### config.mk
export PLATFORM = sky130hd
export DESIGN_NAME = romulus_round_sequencer_flat
export DESIGN_NICKNAME = d
export VERILOG_FILES = /design/src/rtl/romulus_round_sequencer_pkg.sv /design/src/rtl/romulus_round_sequencer_if.sv /design/src/rtl/skinny_rc_lfsr.sv /design/src/rtl/romulus_round_sequencer.sv /design/src/flat_wrapper.sv
export SDC_FILE = /design/constraint.sdc
export NUM_CORES = 1
export LEC_CHECK = 0
export ABC_AREA = 1
export CORE_MARGIN = 4
export CORE_UTILIZATION = 43
export CTS_CLUSTER_DIAMETER = 60
export CTS_CLUSTER_SIZE = 10
export DETAILED_ROUTE_END_ITERATION = 16
export PLACE_DENSITY_LB_ADDON = 0.2
export SKIP_LAST_GASP = 1
export SYNTH_ARGS = -nofsm -noshare
export SYNTH_HDL_FRONTEND = slang
export SYNTH_SLANG_ARGS = --single-unit
### constraint.sdc
create_clock -name clk -period 1 [get_ports clk]
set_input_delay 0.2 -clock clk [delete_from_list [all_inputs] [get_ports clk]]
set_output_delay 0.2 -clock clk [all_outputs]
set_load 0.005 [all_outputs]
### src/rtl/romulus_round_sequencer_pkg.sv
// Shared configuration for the Romulus round sequencer: default geometry and FSM encodings.
package romulus_round_sequencer_pkg;

    localparam int CLKS_PER_RND_DEF = 4;
    localparam int ROUNDS_DEF       = 40;
    localparam int CONSTW_DEF       = 6;

    localparam logic [1:0] ST_IDLE_ENC = 2'd0;
    localparam logic [1:0] ST_RUN_ENC  = 2'd1;
    localparam logic [1:0] ST_DONE_ENC = 2'd2;

    typedef enum logic [1:0] {
        ST_IDLE = ST_IDLE_ENC,
        ST_RUN  = ST_RUN_ENC,
        ST_DONE = ST_DONE_ENC
    } seq_state_t;

endpackage

### src/rtl/romulus_round_sequencer_if.sv
// Control/status bundle between the top-level Romulus controller and the round sequencer.
interface romulus_round_sequencer_if
    import romulus_round_sequencer_pkg::*;
#(
    parameter int CLKS_PER_RND = CLKS_PER_RND_DEF,
    parameter int CONSTW       = CONSTW_DEF
);
    logic                    start;
    logic                    hold;
    logic                    busy;
    logic                    done;
    logic                    tbc_en;
    logic [CLKS_PER_RND-1:0] ring_en;
    logic [CONSTW-1:0]       constant;
    logic [5:0]              round;

    modport master (
        output start, hold,
        input  busy, done, tbc_en, ring_en, constant, round
    );

    modport slave (
        input  start, hold,
        output busy, done, tbc_en, ring_en, constant, round
    );
endinterface

### src/rtl/skinny_rc_lfsr.sv
// Skinny-128-384+ round-constant LFSR with load/step controls; holds when neither is asserted.
module skinny_rc_lfsr
    import romulus_round_sequencer_pkg::*;
#(
    parameter int W = CONSTW_DEF
) (
    input  logic         clk,
    input  logic         rst,
    input  logic         load,
    input  logic         step,
    output logic [W-1:0] rc
);
    logic [W-1:0] rc_reg;

    always_ff @(posedge clk) begin
        if (rst) begin
            rc_reg <= '0;
        end else if (load) begin
            rc_reg <= W'(1);
        end else if (step) begin
            rc_reg <= {rc_reg[W-2:0], rc_reg[W-1] ^ rc_reg[W-2] ^ 1'b1};
        end
    end

    assign rc = rc_reg;
endmodule

### src/rtl/romulus_round_sequencer.sv
// Sequences one full Skinny TBC call: ring position, round counter, round constant, stall and done.
module romulus_round_sequencer
    import romulus_round_sequencer_pkg::*;
#(
    parameter int CLKS_PER_RND = CLKS_PER_RND_DEF,
    parameter int ROUNDS       = ROUNDS_DEF,
    parameter int CONSTW       = CONSTW_DEF
) (
    input  logic                      clk,
    input  logic                      rst,
    romulus_round_sequencer_if.slave  sif
);
    seq_state_t              state_reg, state_next;
    logic [CLKS_PER_RND-1:0] pos_reg;
    logic [5:0]              round_reg;
    logic [CONSTW-1:0]       rc;
    logic [CLKS_PER_RND-1:0] ring_en_w;

    logic run, load, adv, rnd_step, final_step;

    assign run        = (state_reg == ST_RUN);
    // start outside RUN reloads the call, which covers both IDLE->RUN and DONE->RUN
    assign load       = sif.start && !run;
    assign adv        = run && !sif.hold;
    assign rnd_step   = adv && pos_reg[CLKS_PER_RND-1];
    assign final_step = rnd_step && (round_reg == 6'(ROUNDS - 1));

    always_ff @(posedge clk) begin
        if (rst) begin
            state_reg <= ST_IDLE;
        end else begin
            state_reg <= state_next;
        end
    end

    always_comb begin
        state_next = state_reg;
        case (state_reg)
            ST_IDLE: if (sif.start) state_next = ST_RUN;
            ST_RUN:  if (final_step) state_next = ST_DONE;
            ST_DONE: state_next = sif.start ? ST_RUN : ST_IDLE;
            default: state_next = ST_IDLE;
        endcase
    end

    always_ff @(posedge clk) begin
        if (rst) begin
            pos_reg   <= '0;
            round_reg <= '0;
        end else if (load) begin
            pos_reg   <= CLKS_PER_RND'(1);
            round_reg <= '0;
        end else begin
            if (adv) pos_reg <= {pos_reg[CLKS_PER_RND-2:0], pos_reg[CLKS_PER_RND-1]};
            if (rnd_step) round_reg <= round_reg + 6'd1;
        end
    end

    skinny_rc_lfsr #(.W(CONSTW)) u_rc_lfsr (
        .clk  (clk),
        .rst  (rst),
        .load (load),
        .step (rnd_step),
        .rc   (rc)
    );

    // hold gates the enables combinationally so a stall takes effect in the same cycle
    assign sif.tbc_en = adv;

    for (genvar gi = 0; gi < CLKS_PER_RND; gi++) begin : g_ring
        assign ring_en_w[gi] = adv & pos_reg[gi];
    end

    assign sif.ring_en  = ring_en_w;
    assign sif.busy     = run;
    assign sif.done     = (state_reg == ST_DONE);
    assign sif.constant = run ? rc : '0;
    assign sif.round    = run ? round_reg : 6'd0;
endmodule
### src/flat_wrapper.sv
// flat-port wrapper written by rule: the top's interface ports become plain ports
module romulus_round_sequencer_flat import romulus_round_sequencer_pkg::*;
#(
    parameter int CLKS_PER_RND = CLKS_PER_RND_DEF,
    parameter int ROUNDS       = ROUNDS_DEF,
    parameter int CONSTW       = CONSTW_DEF
)
  (clk, rst, sif_start, sif_hold, sif_busy, sif_done, sif_tbc_en, sif_ring_en, sif_constant, sif_round);
  romulus_round_sequencer_if #(.CLKS_PER_RND(CLKS_PER_RND), .CONSTW(CONSTW)) sif_i ();
  input  logic clk;
  input  logic rst;
  input wire logic [$bits(sif_i.start)-1:0] sif_start;
  input wire logic [$bits(sif_i.hold)-1:0] sif_hold;
  output wire logic [$bits(sif_i.busy)-1:0] sif_busy;
  output wire logic [$bits(sif_i.done)-1:0] sif_done;
  output wire logic [$bits(sif_i.tbc_en)-1:0] sif_tbc_en;
  output wire logic [$bits(sif_i.ring_en)-1:0] sif_ring_en;
  output wire logic [$bits(sif_i.constant)-1:0] sif_constant;
  output wire logic [$bits(sif_i.round)-1:0] sif_round;
  assign sif_i.start = sif_start;
  assign sif_i.hold = sif_hold;
  assign sif_busy = sif_i.busy;
  assign sif_done = sif_i.done;
  assign sif_tbc_en = sif_i.tbc_en;
  assign sif_ring_en = sif_i.ring_en;
  assign sif_constant = sif_i.constant;
  assign sif_round = sif_i.round;
  romulus_round_sequencer #(.CLKS_PER_RND(CLKS_PER_RND), .ROUNDS(ROUNDS), .CONSTW(CONSTW)) u_core (.clk(clk), .rst(rst), .sif(sif_i));
endmodule
==> flow_summary.ini <==
[timing]
worst_pin_slew_ps = 224
slew_headroom_pct = 85.0
layout_setup_ws_ps = -441
grt_setup_unrepaired = yes
fin_crit_sh_pct = 144
fmax_ghz = 0.694
post-route-min-period_ps = 1440
final-setup-viol-count = 37
final_hold_viol_count = 0
clock_skew_ps = 12.1
timing_max_transition_violations_final = 0

[finish]
layout.nets = 199
layout-drive-gt1-share_pct = 61.1
layout_commonest_cell = sky130_fd_sc_hd__buf_4
final-seq-area_um2 = 367
multi_input_gate_area_in_the_final_layout_um2 = 673
n_antenna_cell = 0
number_of_filler_instances_in_the_final_layout = 94
area_growth_from_synthesis_to_final_layout_pct = 87.5
mostFrequentLayoutCells = 25 x sky130_fd_sc_hd__buf_4, 19 x sky130_fd_sc_hd__inv_1, 18 x sky130_fd_sc_hd__buf_6
finish.instance_area_um2 = 1790

[routing]
dr_total_vias = 1135
wl_per_cell_um = 17.1
drt-initial-drc-count = 25
route.antenna.remaining_nets = 0
drt-vias-per-instance = 5.16
drt_drc_violations_left = 0
wirelength_um = 3770
firstDrtPassIters = 4

[synthesis]
synth_largest_type_area_fraction_pct = 37.8
synthesis.area_um2 = 952
synth_simple_gate_area_share_pct = 32.9
synth.lib_cells_used.distinct = 24
synth.net_count = 134
synth_fa_ha_area_share_pct = 1.31
seq_area_frac_synth_pct = 37.8
avgSynthCellArea_um2 = 7.38
share_of_the_synthesized_area_in_compound_gates_ao_oa_aoi_oai_pct = 13.5
top_cells_by_area_synth = sky130_fd_sc_hd__dfxtp_1 38%, sky130_fd_sc_hd__inv_1 9.5%, sky130_fd_sc_hd__nand2_1 9.1%, sky130_fd_sc_hd__nor2_1 7.5%, sky130_fd_sc_hd__a21oi_1 4.7%
postSynthCellCount = 129
synthXorXnorAreaFrac_pct = 0.920
yosysWarningCount = 0
synth.area.mux_share_pct = 0
post-synth-top-area-cell = sky130_fd_sc_hd__dfxtp_1
synth_top_family_by_area = simple AND/OR/NAND/NOR gates
synth.ff_latch_count = 18

[setup_path]
timing.critical_path.required_ps = 800
setup.worst_path.class = flop to output pin
crit_path_max_incr_delay_ps = 350
worst_setup_path_end_kind = output pin
critical-path-slowest-cell = sky130_fd_sc_hd__dfxtp_2
crit_path_max_fanout = 4
critPathLaunchType = flop
r2r_cells = 8
worstPathBufferInverterCount = 4
critPathTopFamily = flip-flops
cp_arrival_ps = 1240
internal_reg_to_reg_setup_slack_ps = -380
critPathMostFrequentCell = sky130_fd_sc_hd__buf_6
timing.critical_path.cells = inv_4 -> nand2_8 -> nor2_8 -> buf_6 -> nand2_2 -> inv_2 -> buf_6
critical_path_depth_in_cells = 7

[grt]
grt_start_max_net_pins = 11
grt_usage_pct = 24.0
grt_antenna_before_repair = 0
grt_first_pass_wirelength_um = 5140
gr-total-overflow = 0
first_global_vias = 1147

[power]
vdd.ir_drop.worst_uv = 835
power_density_nw_per_um2 = 868
power.leakage_nw = 0.825

[min_path]
hold-path-cell-count = 2
hp-class = flop to flop

[cts]
cts.path.max_buffers = 2
cts_buffers = 3
h-tree-depth = 1
clock_insertion_delay_worst_skew_ps = 300
cts.sinks = 18
ctsRootBufferMaster = sky130_fd_sc_hd__clkbuf_4
clkTransAtPathRegs_ps = 100
tritoncts = yes
holdBufCountCts = 0

[place]
io_buffer_count = 22
routabilityCongestion = 0.765
hpwlAfterDp_um = 1880
postPlaceCellArea_um2 = 1430
dp_slack_ps = -761

[floorplan]
floorplan.core_area_um2 = 2020
io_pins = 23
initial_core_util_pct = 47.1
floorplan.die_area_um2 = 3030
fp.dieW_um = 55.1
row_count = 16
die_y_um = 55.1

[outcome]
violated_checks = setup timing
outcome = finished, violations left

[flow_run]
cap_violations = 0
[metal layers]
layer	vias up	track usage [%]	wire length, µm	part of all wire (%)
met5	-	0	0	0
met4	0	7.29	78	2.1
met3	11	6.43	194	5.1
met2	53	45.5	2110	56
met1	540	25.6	1390	37
li1	531	-	-	-
[timing repair]
item,4_1_cts,5_1_grt
gates resized for setup,124,45
setup endpoints to repair,37,37
setup buffers,13,2
pin swaps,11,11
gates cloned,1,0
[worst paths after layout]
path,startpoint,endpoint
max,u_core.state_reg[1],sif_ring_en[1]
min,u_core.pos_reg[0],u_core.pos_reg[1]
max reg2reg,u_core.state_reg[1],u_core.state_reg[0]
min reg2reg,u_core.pos_reg[0],u_core.pos_reg[1]
[metrics by stage]
step           hold WS (ps)  total power (W)  setup TNS (ps)  instances  utilization (%)
3_3_place_gp            450          0.00101          -17370        204             70.5
3_5_place_dp            466          0.00102          -18210        204             70.5
6_report                505          0.00155          -11980        220             88.3
2_1_floorplan           262         0.000874           -88.1        129                -
4_1_cts                 489          0.00145          -10230        218             78.4
5_1_grt                 527          0.00162          -14120        220             88.3
[worst register-to-register path: stages (launching register included)]
cell and delay [ps]:
sky130_fd_sc_hd__dfxtp_2 350, sky130_fd_sc_hd__inv_4 80, sky130_fd_sc_hd__buf_6 120, sky130_fd_sc_hd__nand3_4 110, sky130_fd_sc_hd__nor2_8 140, sky130_fd_sc_hd__buf_12 150, sky130_fd_sc_hd__nand4_1 160, sky130_fd_sc_hd__nand2_1 110
sky130_fd_sc_hd__nand2_1 70
[where the power goes]
group | leakage [nW] | internal [W] | switching, W
combinational | 0.662 | 0.000196 | 0.000220
clock | 0.0150 | 0.000155 | 0.000232
sequential | 0.147 | 0.000731 | 0.0000160
total | 0.825 | 0.00108 | 0.000468
[final cells by class]
cell class	instances	area share (%)
sequential	18	20.5
timing repair inverter	1	0.911
tap	27	1.89
timing repair buffer	62	31.0
clock buffer	4	1.47
inverter	26	6.45
multi-input combinational	82	37.7
[synthesized netlist by cell type (all sizes together)]
| library cell | number |
|---|---|
| nand3b | 1 |
| nor3 | 1 |
| nor2 | 21 |
| inv | 25 |
| a21oi | 13 |
| nand4 | 3 |
| o21ai | 9 |
| buf | 3 |
| nand3 | 4 |
| xor2 | 1 |
| dfxtp | 18 |
| ha | 1 |
| clkinv | 1 |
| nand2 | 28 |
[cells by family (layout without fill, tap and decap cells)]
logic type      after synthesis  after routing
simple gates                 58             58
buf+inv                      29             93
compound gates               22             22
flops                        18             18
fa+ha+maj                     1              1
xor+xnor                      1              1
(Power assumes the default switching activity.)
